===== config.mk =====
export PLATFORM = sky130hd
export DESIGN_NAME = operand_fetch_flat
export DESIGN_NICKNAME = d
export VERILOG_FILES = /design/src/rtl/of_pkg.sv /design/src/rtl/of_if.sv /design/src/rtl/of_scoreboard.sv /design/src/rtl/operand_fetch.sv /design/src/flat_wrapper.sv
export SDC_FILE = /design/constraint.sdc
export NUM_CORES = 1
export LEC_CHECK = 0
export BUFFER_PORTS_ARGS = -buffer_cell sky130_fd_sc_hd__buf_2
export CORE_ASPECT_RATIO = 1.2
export CORE_MARGIN = 5
export CORE_UTILIZATION = 52
export CTS_CLUSTER_DIAMETER = 200
export DETAILED_ROUTE_END_ITERATION = 6
export PLACE_DENSITY = 0.86
export SYNTH_ARGS = -nofsm -noshare
export SYNTH_HDL_FRONTEND = slang
export SYNTH_SLANG_ARGS = --single-unit
export TNS_END_PERCENT = 100

===== constraint.sdc =====
create_clock -name clk -period 3.85 [get_ports clk]
set_clock_uncertainty 0.15 [all_clocks]
set_input_delay 0.385 -clock clk [delete_from_list [all_inputs] [get_ports clk]]
set_output_delay 0.385 -clock clk [all_outputs]
set_load 0.01 [all_outputs]

===== src/rtl/of_pkg.sv =====
// Shared constants, types and helpers for the operand-fetch stage.
package of_pkg;

  localparam int DATA_W = 32;
  localparam int ADDR_W = 4;
  localparam int NREGS  = 1 << ADDR_W;

  localparam logic [15:0] STALL_MAX = 16'hFFFF;

  typedef struct packed {
    logic [ADDR_W-1:0] rd;
    logic              wen;
  } of_issue_t;

  typedef struct packed {
    logic [DATA_W-1:0] op1;
    logic [DATA_W-1:0] op2;
  } of_operands_t;

  // Saturating increment for the stall counter.
  function automatic logic [15:0] sat_inc(input logic [15:0] value, input logic en);
    logic [15:0] result;
    if (en && (value != STALL_MAX)) begin
      result = value + 16'd1;
    end else begin
      result = value;
    end
    return result;
  endfunction

endpackage


===== src/rtl/of_if.sv =====
// Handshake, register-file and write-back signals of the operand-fetch stage.
interface of_if
  import of_pkg::*;
#(
  parameter int data_width = DATA_W,
  parameter int addr_width = ADDR_W
) ();

  logic                  in_valid;
  logic                  in_ready;
  logic [addr_width-1:0] in_rs1;
  logic [addr_width-1:0] in_rs2;
  logic [addr_width-1:0] in_rd;
  logic                  in_wen;
  logic [addr_width-1:0] read_addr1;
  logic [addr_width-1:0] read_addr2;
  logic [data_width-1:0] read_data1;
  logic [data_width-1:0] read_data2;
  logic                  we;
  logic [addr_width-1:0] wr_addr;
  logic [data_width-1:0] wr_data;
  logic                  out_valid;
  logic                  out_ready;
  logic [data_width-1:0] out_op1;
  logic [data_width-1:0] out_op2;
  logic [addr_width-1:0] out_rd;
  logic                  out_wen;
  logic [15:0]           stall_cycles;

  modport master (
    output in_valid, in_rs1, in_rs2, in_rd, in_wen,
    output read_data1, read_data2,
    output we, wr_addr, wr_data,
    output out_ready,
    input  in_ready, read_addr1, read_addr2,
    input  out_valid, out_op1, out_op2, out_rd, out_wen, stall_cycles
  );

  modport slave (
    input  in_valid, in_rs1, in_rs2, in_rd, in_wen,
    input  read_data1, read_data2,
    input  we, wr_addr, wr_data,
    input  out_ready,
    output in_ready, read_addr1, read_addr2,
    output out_valid, out_op1, out_op2, out_rd, out_wen, stall_cycles
  );

endinterface


===== src/rtl/of_scoreboard.sv =====
// Per-register pending-write scoreboard with write-back-masked lookups.
module of_scoreboard
  import of_pkg::*;
#(
  parameter int addr_width = ADDR_W
) (
  input  logic                  clk,
  input  logic                  reset,
  input  logic                  set_en,
  input  logic [addr_width-1:0] set_addr,
  input  logic                  clr_en,
  input  logic [addr_width-1:0] clr_addr,
  input  logic [addr_width-1:0] look1,
  input  logic [addr_width-1:0] look2,
  input  logic [addr_width-1:0] look3,
  output logic                  pend1,
  output logic                  pend2,
  output logic                  pend3
);

  localparam int nregs = 1 << addr_width;

  logic [nregs-1:0] busy_r;
  logic [nregs-1:0] busy_s;

  // A register stays pending unless this cycle's write-back retires it.
  function automatic logic pending(input logic [nregs-1:0] busy, input logic [addr_width-1:0] addr,
                                   input logic hit_en, input logic [addr_width-1:0] hit_addr);
    return busy[addr] && !(hit_en && (hit_addr == addr));
  endfunction

  assign pend1 = pending(busy_r, look1, clr_en, clr_addr);
  assign pend2 = pending(busy_r, look2, clr_en, clr_addr);
  assign pend3 = pending(busy_r, look3, clr_en, clr_addr);

  // Next scoreboard: clear on write-back, then set on issue (set wins).
  always_comb begin
    busy_s = busy_r;
    for (int i = 0; i < nregs; i++) begin
      busy_s[i] = (set_en && (set_addr == addr_width'(i))) ? 1'b1 :
                  (clr_en && (clr_addr == addr_width'(i))) ? 1'b0 : busy_r[i];
    end
  end

  // Scoreboard state register.
  always_ff @(posedge clk) begin
    if (reset) begin
      busy_r <= '0;
    end else begin
      busy_r <= busy_s;
    end
  end

endmodule


===== src/rtl/operand_fetch.sv =====
// Operand-fetch stage: hazard-checked issue, write-back bypass and a one-deep output register.
module operand_fetch
  import of_pkg::*;
#(
  parameter int data_width = DATA_W,
  parameter int addr_width = ADDR_W
) (
  input  logic clk,
  input  logic reset,
  of_if.slave  bus
);

  logic                  raw1_s;
  logic                  raw2_s;
  logic                  rd_busy_s;
  logic                  hazard_s;
  logic                  ready_s;
  logic                  fire_s;
  logic                  hit1_s;
  logic                  hit2_s;
  logic [data_width-1:0] op1_s;
  logic [data_width-1:0] op2_s;

  logic                  out_valid_r;
  logic [data_width-1:0] op1_r;
  logic [data_width-1:0] op2_r;
  logic [addr_width-1:0] rd_r;
  logic                  wen_r;
  logic [15:0]           stall_r;

  assign bus.read_addr1 = bus.in_rs1;
  assign bus.read_addr2 = bus.in_rs2;

  of_scoreboard #(.addr_width(addr_width)) u_scoreboard (
    .clk      (clk),
    .reset    (reset),
    .set_en   (fire_s && bus.in_wen),
    .set_addr (bus.in_rd),
    .clr_en   (bus.we),
    .clr_addr (bus.wr_addr),
    .look1    (bus.in_rs1),
    .look2    (bus.in_rs2),
    .look3    (bus.in_rd),
    .pend1    (raw1_s),
    .pend2    (raw2_s),
    .pend3    (rd_busy_s)
  );

  assign hazard_s = raw1_s || raw2_s || (bus.in_wen && rd_busy_s);
  assign ready_s  = !hazard_s && (!out_valid_r || bus.out_ready);
  assign fire_s   = bus.in_valid && ready_s;

  // reg_file only shows a write the cycle after we, so forward wr_data here.
  assign hit1_s = bus.we && (bus.wr_addr == bus.in_rs1);
  assign hit2_s = bus.we && (bus.wr_addr == bus.in_rs2);
  assign op1_s  = hit1_s ? bus.wr_data : bus.read_data1;
  assign op2_s  = hit2_s ? bus.wr_data : bus.read_data2;

  // Output register: load on fire, drop valid on a drain with no refill.
  always_ff @(posedge clk) begin
    if (reset) begin
      out_valid_r <= 1'b0;
      op1_r       <= '0;
      op2_r       <= '0;
      rd_r        <= '0;
      wen_r       <= 1'b0;
    end else if (fire_s) begin
      out_valid_r <= 1'b1;
      op1_r       <= op1_s;
      op2_r       <= op2_s;
      rd_r        <= bus.in_rd;
      wen_r       <= bus.in_wen;
    end else if (out_valid_r && bus.out_ready) begin
      out_valid_r <= 1'b0;
    end
  end

  // Hazard stall counter.
  always_ff @(posedge clk) begin
    if (reset) begin
      stall_r <= 16'd0;
    end else begin
      stall_r <= sat_inc(stall_r, bus.in_valid && hazard_s);
    end
  end

  assign bus.in_ready     = ready_s;
  assign bus.out_valid    = out_valid_r;
  assign bus.out_op1      = op1_r;
  assign bus.out_op2      = op2_r;
  assign bus.out_rd       = rd_r;
  assign bus.out_wen      = wen_r;
  assign bus.stall_cycles = stall_r;

endmodule


===== src/flat_wrapper.sv =====
// flat-port wrapper written by rule: the top's interface ports become plain ports
module operand_fetch_flat import of_pkg::*;
#(
  parameter int data_width = DATA_W,
  parameter int addr_width = ADDR_W
)
  (clk, reset, bus_in_valid, bus_in_rs1, bus_in_rs2, bus_in_rd, bus_in_wen, bus_read_data1, bus_read_data2, bus_we, bus_wr_addr, bus_wr_data, bus_out_ready, bus_in_ready, bus_read_addr1, bus_read_addr2, bus_out_valid, bus_out_op1, bus_out_op2, bus_out_rd, bus_out_wen, bus_stall_cycles);
  of_if #(.data_width(data_width), .addr_width(addr_width)) bus_i ();
  input  logic clk;
  input  logic reset;
  input wire logic [$bits(bus_i.in_valid)-1:0] bus_in_valid;
  input wire logic [$bits(bus_i.in_rs1)-1:0] bus_in_rs1;
  input wire logic [$bits(bus_i.in_rs2)-1:0] bus_in_rs2;
  input wire logic [$bits(bus_i.in_rd)-1:0] bus_in_rd;
  input wire logic [$bits(bus_i.in_wen)-1:0] bus_in_wen;
  input wire logic [$bits(bus_i.read_data1)-1:0] bus_read_data1;
  input wire logic [$bits(bus_i.read_data2)-1:0] bus_read_data2;
  input wire logic [$bits(bus_i.we)-1:0] bus_we;
  input wire logic [$bits(bus_i.wr_addr)-1:0] bus_wr_addr;
  input wire logic [$bits(bus_i.wr_data)-1:0] bus_wr_data;
  input wire logic [$bits(bus_i.out_ready)-1:0] bus_out_ready;
  output wire logic [$bits(bus_i.in_ready)-1:0] bus_in_ready;
  output wire logic [$bits(bus_i.read_addr1)-1:0] bus_read_addr1;
  output wire logic [$bits(bus_i.read_addr2)-1:0] bus_read_addr2;
  output wire logic [$bits(bus_i.out_valid)-1:0] bus_out_valid;
  output wire logic [$bits(bus_i.out_op1)-1:0] bus_out_op1;
  output wire logic [$bits(bus_i.out_op2)-1:0] bus_out_op2;
  output wire logic [$bits(bus_i.out_rd)-1:0] bus_out_rd;
  output wire logic [$bits(bus_i.out_wen)-1:0] bus_out_wen;
  output wire logic [$bits(bus_i.stall_cycles)-1:0] bus_stall_cycles;
  assign bus_i.in_valid = bus_in_valid;
  assign bus_i.in_rs1 = bus_in_rs1;
  assign bus_i.in_rs2 = bus_in_rs2;
  assign bus_i.in_rd = bus_in_rd;
  assign bus_i.in_wen = bus_in_wen;
  assign bus_i.read_data1 = bus_read_data1;
  assign bus_i.read_data2 = bus_read_data2;
  assign bus_i.we = bus_we;
  assign bus_i.wr_addr = bus_wr_addr;
  assign bus_i.wr_data = bus_wr_data;
  assign bus_i.out_ready = bus_out_ready;
  assign bus_in_ready = bus_i.in_ready;
  assign bus_read_addr1 = bus_i.read_addr1;
  assign bus_read_addr2 = bus_i.read_addr2;
  assign bus_out_valid = bus_i.out_valid;
  assign bus_out_op1 = bus_i.out_op1;
  assign bus_out_op2 = bus_i.out_op2;
  assign bus_out_rd = bus_i.out_rd;
  assign bus_out_wen = bus_i.out_wen;
  assign bus_stall_cycles = bus_i.stall_cycles;
  operand_fetch #(.data_width(data_width), .addr_width(addr_width)) u_core (.clk(clk), .reset(reset), .bus(bus_i));
endmodule

-- After elaboration in Yosys (flattened, before gate mapping)
Index checks and enable logic that the tools add are counted.
- register bits after elaboration: 102
- bits of input ports: 118
- output and inout port bits: 95
- word-level logic and storage cells: 174
- add/sub/neg operators: 1
- order comparisons: 3
- equal/unequal tests: 34
- muxes and demuxes: 42
- reduce and logical (&&, ||, !) cells: 72
- operators with widths (cell ; number):
    4-bit equality test, second input constant ; 16
    32-bit two-way mux ; 2
    1-bit logical AND ; 45
    1-bit two-way mux ; 37
    2-bit nonzero test ; 17
    4-bit by 3-bit equality test with 1-bit output, second input constant ; 8
    16-bit by 1-bit adder with 16-bit output, second input constant ; 1
    4-bit by 2-bit equality test with 1-bit output, second input constant ; 4
    16-bit inequality test, second input constant ; 1
    4-bit by 5-bit less-than comparator with 1-bit output, second input constant ; 3
    1-bit binary-select mux with 4-bit select ; 3
    4-bit equality test ; 3
    4-bit by 1-bit equality test with 1-bit output, second input constant ; 2
    4-bit zero test ; 2
    1-bit zero test ; 5
    1-bit logical OR ; 3

-- Longest topological paths before layout
- word-level depth: 12
- gate-level depth with buffers: 10
- mapped depth without buffers: 7

-- Modules after synthesis
From an unflattened synthesis, not the netlist that was laid out.
- cells, all modules: 652
- area, all modules: 5599.1 µm²
- modules (own cells, without submodules) (module ; times used ; cells an instance ; area an instance (µm²) ; sequential area each (µm²)):
    operand_fetch ; 1 ; 524 ; 4351.7 ; 1721.7
    of_scoreboard ; 1 ; 128 ; 1247.4 ; 320.3

-- Least setup slack after synthesis
No wires, ideal clock.
- path kind: input-to-reg
- start point: in bus_in_rs2[0]
- end point: reg u_core.stall_r[1] (netlist: u_core.bus.stall_cycles[1])
- setup time: 128 ps
- data arrival time: 2461 ps
- data required time: 3572 ps
- slack: 1112 ps
- cell stages on the path: 9
- path buffers: 3
- path through: buf_2 > mux4_2 > mux4_2 > and2b_4 > o21ai_2 > buf_2 > buf_4 > mux2i_1 > nor2_1
- longest elaborated chain between the ends: 8
- RTL lines (what ; RTL line ; source):
    from (decl) ; flat_wrapper.sv:13 ; input wire logic [$bits(bus_i.in_rs2)-1:0] bus_in_rs2;
    parallel branches: the longest is 3 deep, another holds 1-bit binary-select mux with 4-bit select ; - ;
    1-bit logical AND (*) ; of_scoreboard.sv:29 ; return busy[addr] && !(hit_en && (hit_addr == addr));
    1-bit logical OR (*) (2 in a row) ; operand_fetch.sv:49 ; assign hazard_s = raw1_s || raw2_s || (bus.in_wen && rd_busy_s);
    1-bit logical AND (*) ; operand_fetch.sv:83 ; stall_r <= sat_inc(stall_r, bus.in_valid && hazard_s);
    1-bit logical AND (*) ; of_pkg.sv:23 ; if (en && (value != STALL_MAX)) begin
    to (signal assigned) ; operand_fetch.sv:83 ;
    to (decl) ; operand_fetch.sv:29 ; logic [15:0] stall_r;
Every way passes the cells marked *. The select of a mux whose other input is x is not followed.
A chain may end at the register's enable or synchronous reset.

-- Worst setup path after layout
- start point: reg u_core.u_scoreboard.busy_r[1]
- end point: out bus_in_ready
- longest elaborated chain between the ends: 7
- RTL lines (what ; RTL line ; source):
    from (decl) ; of_scoreboard.sv:23 ; logic [nregs-1:0] busy_r;
    from (signal assigned) ; of_scoreboard.sv:50 ; busy_r <= busy_s;
    1-bit binary-select mux with 4-bit select ; of_scoreboard.sv:29 ;
    1-bit two-way mux (not written as such) ; of_scoreboard.sv:29 ;
    1-bit logical AND ; of_scoreboard.sv:29 ;
    1-bit logical OR or 1-bit logical AND (tied branches) ; operand_fetch.sv:49 ;
    1-bit logical OR (*) ; operand_fetch.sv:49 ;
    1-bit zero test (*) ; operand_fetch.sv:50 ; assign ready_s = !hazard_s && (!out_valid_r || bus.out_ready);
    1-bit logical AND (*) ; operand_fetch.sv:50 ;
    to (decl) ; flat_wrapper.sv:22 ; output wire logic [$bits(bus_i.in_ready)-1:0] bus_in_ready;
Mark *: on every way between the ends. The rest lies on a longest branch, timed or not. The select of a mux whose other input is x is not followed.

==> metrics.txt <==
DRT iter0 DRCs=222; critical-path cell list=mux4_2, mux4_2, and2b_4, nor2_1, and2_1, buf_2; synthesized instance count=529; final setup TNS=0 ps; vias per std cell=around 5.7; Chip Width=~100 um; reg2reg start=u_core.u_scoreboard.busy_r[1]; global-route wire length before repair=23600 um; Crit. End Element=output port; Crit Path Category=register to output port; H-tree depth=3; Post-synth ARST share=0%; core box area=9560 um2; Crit path largest cell delay=490 ps; Final Hold Vio Count=0; fin crit share=75.5%; R2R Setup Slk=between 1000 and 1500 ps; min-delay worst type=input pin to register; RSZ-0062 raised after global routing=false; vias in the first global route=around 4700; Hold Worst Slack=199 ps; initial antenna violation count=0; drt pass-1 iters=5; Routed WL per cell=17.7 um; Fmax=0.344 GHz; TritonCTS clock tree=yes; CTS clk-pin slew, worst paths=70 ps; largest net degree at the start of global routing=130; Yosys reg bits=102; Slew Limit Fails=0; die height=118 um; crit path time final=2910 ps; vias=~4800; n_diodes=0; R2R Path End=u_core.bus.out_op1[4]; post-route ant nets=0; cell mode on critical path=mux4_2; mapped cell area=5080 um2; Setup Buffers After CTS=0; Root Driver=clkbuf_16; pre-CTS setup slack=789 ps; boundary pin count=213; Placement Rows=39; YS warnings=0; maximum VDD drop=0.000228 V; CP max stage cell=mux4_2; cts bufs inserted=9; min-delay src=bus_in_wen; status=finished, final reports clean; Rel. slew slack=45.8%; number of synthesized flops with an enable pin=0; PnR Total Power=2.51 mW; pwr dens=395 nW/um2; Clock Tree Buf Depth=2; crit path max fanout=5; Seq/Total Area, Yosys=40.2%; final WL=~15000 um; Post-synth top flop=dfxtp_1; port bufs=roughly 210; Worst-Skew Late Latency=330 ps; Synth cell types=43; Worst Reg2Reg Path Length in Cells=7; Max Cap Viol=0; crit path launch type=register; gr ovfl total=0; Synth-to-Final Area Change=25.3%; Leakage=between 2 and 3 nW; GRT Util Overall=approximately a quarter; WHS Path Cells=3; Total Die Area=about 12000 um2; syn_nets=648; PostCTS Resize Cnt=0; CP top delay family=multiplexers; Synth Area per Inst=9.61 um2; Min-Delay Endpoint=u_core.bus.out_wen; Worst Path Buf+Inv=1; Worst Slack Setup Final=roughly 940 ps; nets=roughly 830; GP Congestion=0.975; Worst EP arrival=2370 ps; Least-Margin Pin Slew=approximately 810 ps; clock sinks=about 100; DRC viols=0; HPWL after DPL=11200 um; hold_buf cts=0; Starting Density=53.2%; fraction of layout cells with a size suffix above 1=between 30% and 40%; Crit path required time=3310 ps; Final setup viols=0
==> cell usage in the layout, fill, tap and decap left out, types with 10 or more instances in the layout <==
| master | netlist | layout |
|---|---|---|
| nand2_1 | 12 | 12 |
| or3_1 | 12 | 12 |
| nor2_1 | 74 | 74 |
| mux4_2 | 13 | 13 |
| nand3_1 | 14 | 14 |
| a211oi_1 | 64 | 64 |
| mux2i_1 | 73 | 73 |
| o21ai_0 | 22 | 22 |
| buf_2 | 14 | 212 |
| xor2_1 | 10 | 10 |
| a21oi_1 | 15 | 15 |
| dfxtp_1 | 102 | 102 |
==> worst register-to-register path, stage by stage (launching register included) <==
cell and delay (ps):
dfxtp_1 360, mux4_2 490, mux4_2 460, and2b_4 200
nor3_4 240, buf_12 380, nor2_1 190, a211oi_1 250
==> worst max-delay path by stage <==
stage,start,end,slack [ps],cells after the start
after floorplan,bus_in_rs2[0],u_core.bus.stall_cycles[1],1110,9
after global placement,bus_in_rs2[0],u_core.bus.stall_cycles[1],890,7
after detailed placement,bus_in_rs2[0],u_core.bus.out_op1[4],790,8
after CTS,u_core.u_scoreboard.busy_r[3],bus_in_ready,930,6
after global routing,u_core.u_scoreboard.busy_r[3],bus_in_ready,840,7
final,u_core.u_scoreboard.busy_r[1],bus_in_ready,940,6
==> logic make-up (layout without fill, tap and decap cells) <==
kind of cell	after synthesis	count (layout)	share of synthesized area, %
AND/OR/NAND/NOR	144	144	13.9
flip-flops	102	102	40.2
adder cells (fa/ha/maj)	1	1	0.246
buffers and inverters	55	236	6.25
AO/OA/AOI/OAI	125	125	16.5
XOR/XNOR	13	13	2.24
multiplexers	89	89	20.8
==> cell usage after synthesis (9+ instances only) <==
cell / n / area share, %
dfxtp_1: 102 / 40
nor2_1: 74 / 5.5
mux2i_1: 73 / 14
a211oi_1: 64 / 9.4
o21ai_0: 22 / 2.2
clkbuf_1: 18 / 1.3
a21oi_1: 15 / 1.5
buf_2: 14 / 1.4
nand3_1: 14 / 1.4
mux4_2: 13 / 5.8
nand2_1: 12 / 0.89
or3_1: 12 / 1.5
buf_4: 11 / 1.6
xor2_1: 10 / 1.7
o211ai_1: 9 / 1.3
==> report_power, final <==
part           switching [mW]  leakage (nW)  internal [mW]  total [mW]
combinational           0.249          1.67          0.185       0.434
sequential             0.0354         0.839           1.12        1.16
clock                   0.369         0.151          0.552       0.922
total                   0.654          2.66           1.86        2.51
==> state kept, by name, indices dropped and copies added (netlist names) <==
name,count
u_core.bus.out_op2,32
u_core.bus.out_rd,4
u_core.bus.out_wen,1
u_core.bus.out_valid,1
u_core.bus.stall_cycles,16
u_core.u_scoreboard.busy_r,16
u_core.bus.out_op1,32
==> routing by layer <==
layer / part of all wire, % / global-route usage (%)
met5: 0 / 0
met4: 2.8 / 10.6
met3: 7.3 / 3.95
met2: 53 / 42.8
met1: 37 / 28.8
==> metrics by stage <==
step	instance area (um2)	util, %	cells
floorplan	5080	-	529
global placement	6060	63.4	818
detailed placement	6060	63.4	818
CTS	6370	66.6	833
global route	6370	66.6	833
finish	6370	66.6	833
==> final cells by class <==
type	instances	area [um2]
clock inverters	3	42.5
inverters	4	15.0
repair buffers	217	1110
multi-input cells	372	2740
well taps	123	154
clock buffers	12	267
fillers	770	3190
flip-flops and latches	102	2040
Note: power is estimated with default switching activity, not from simulation.
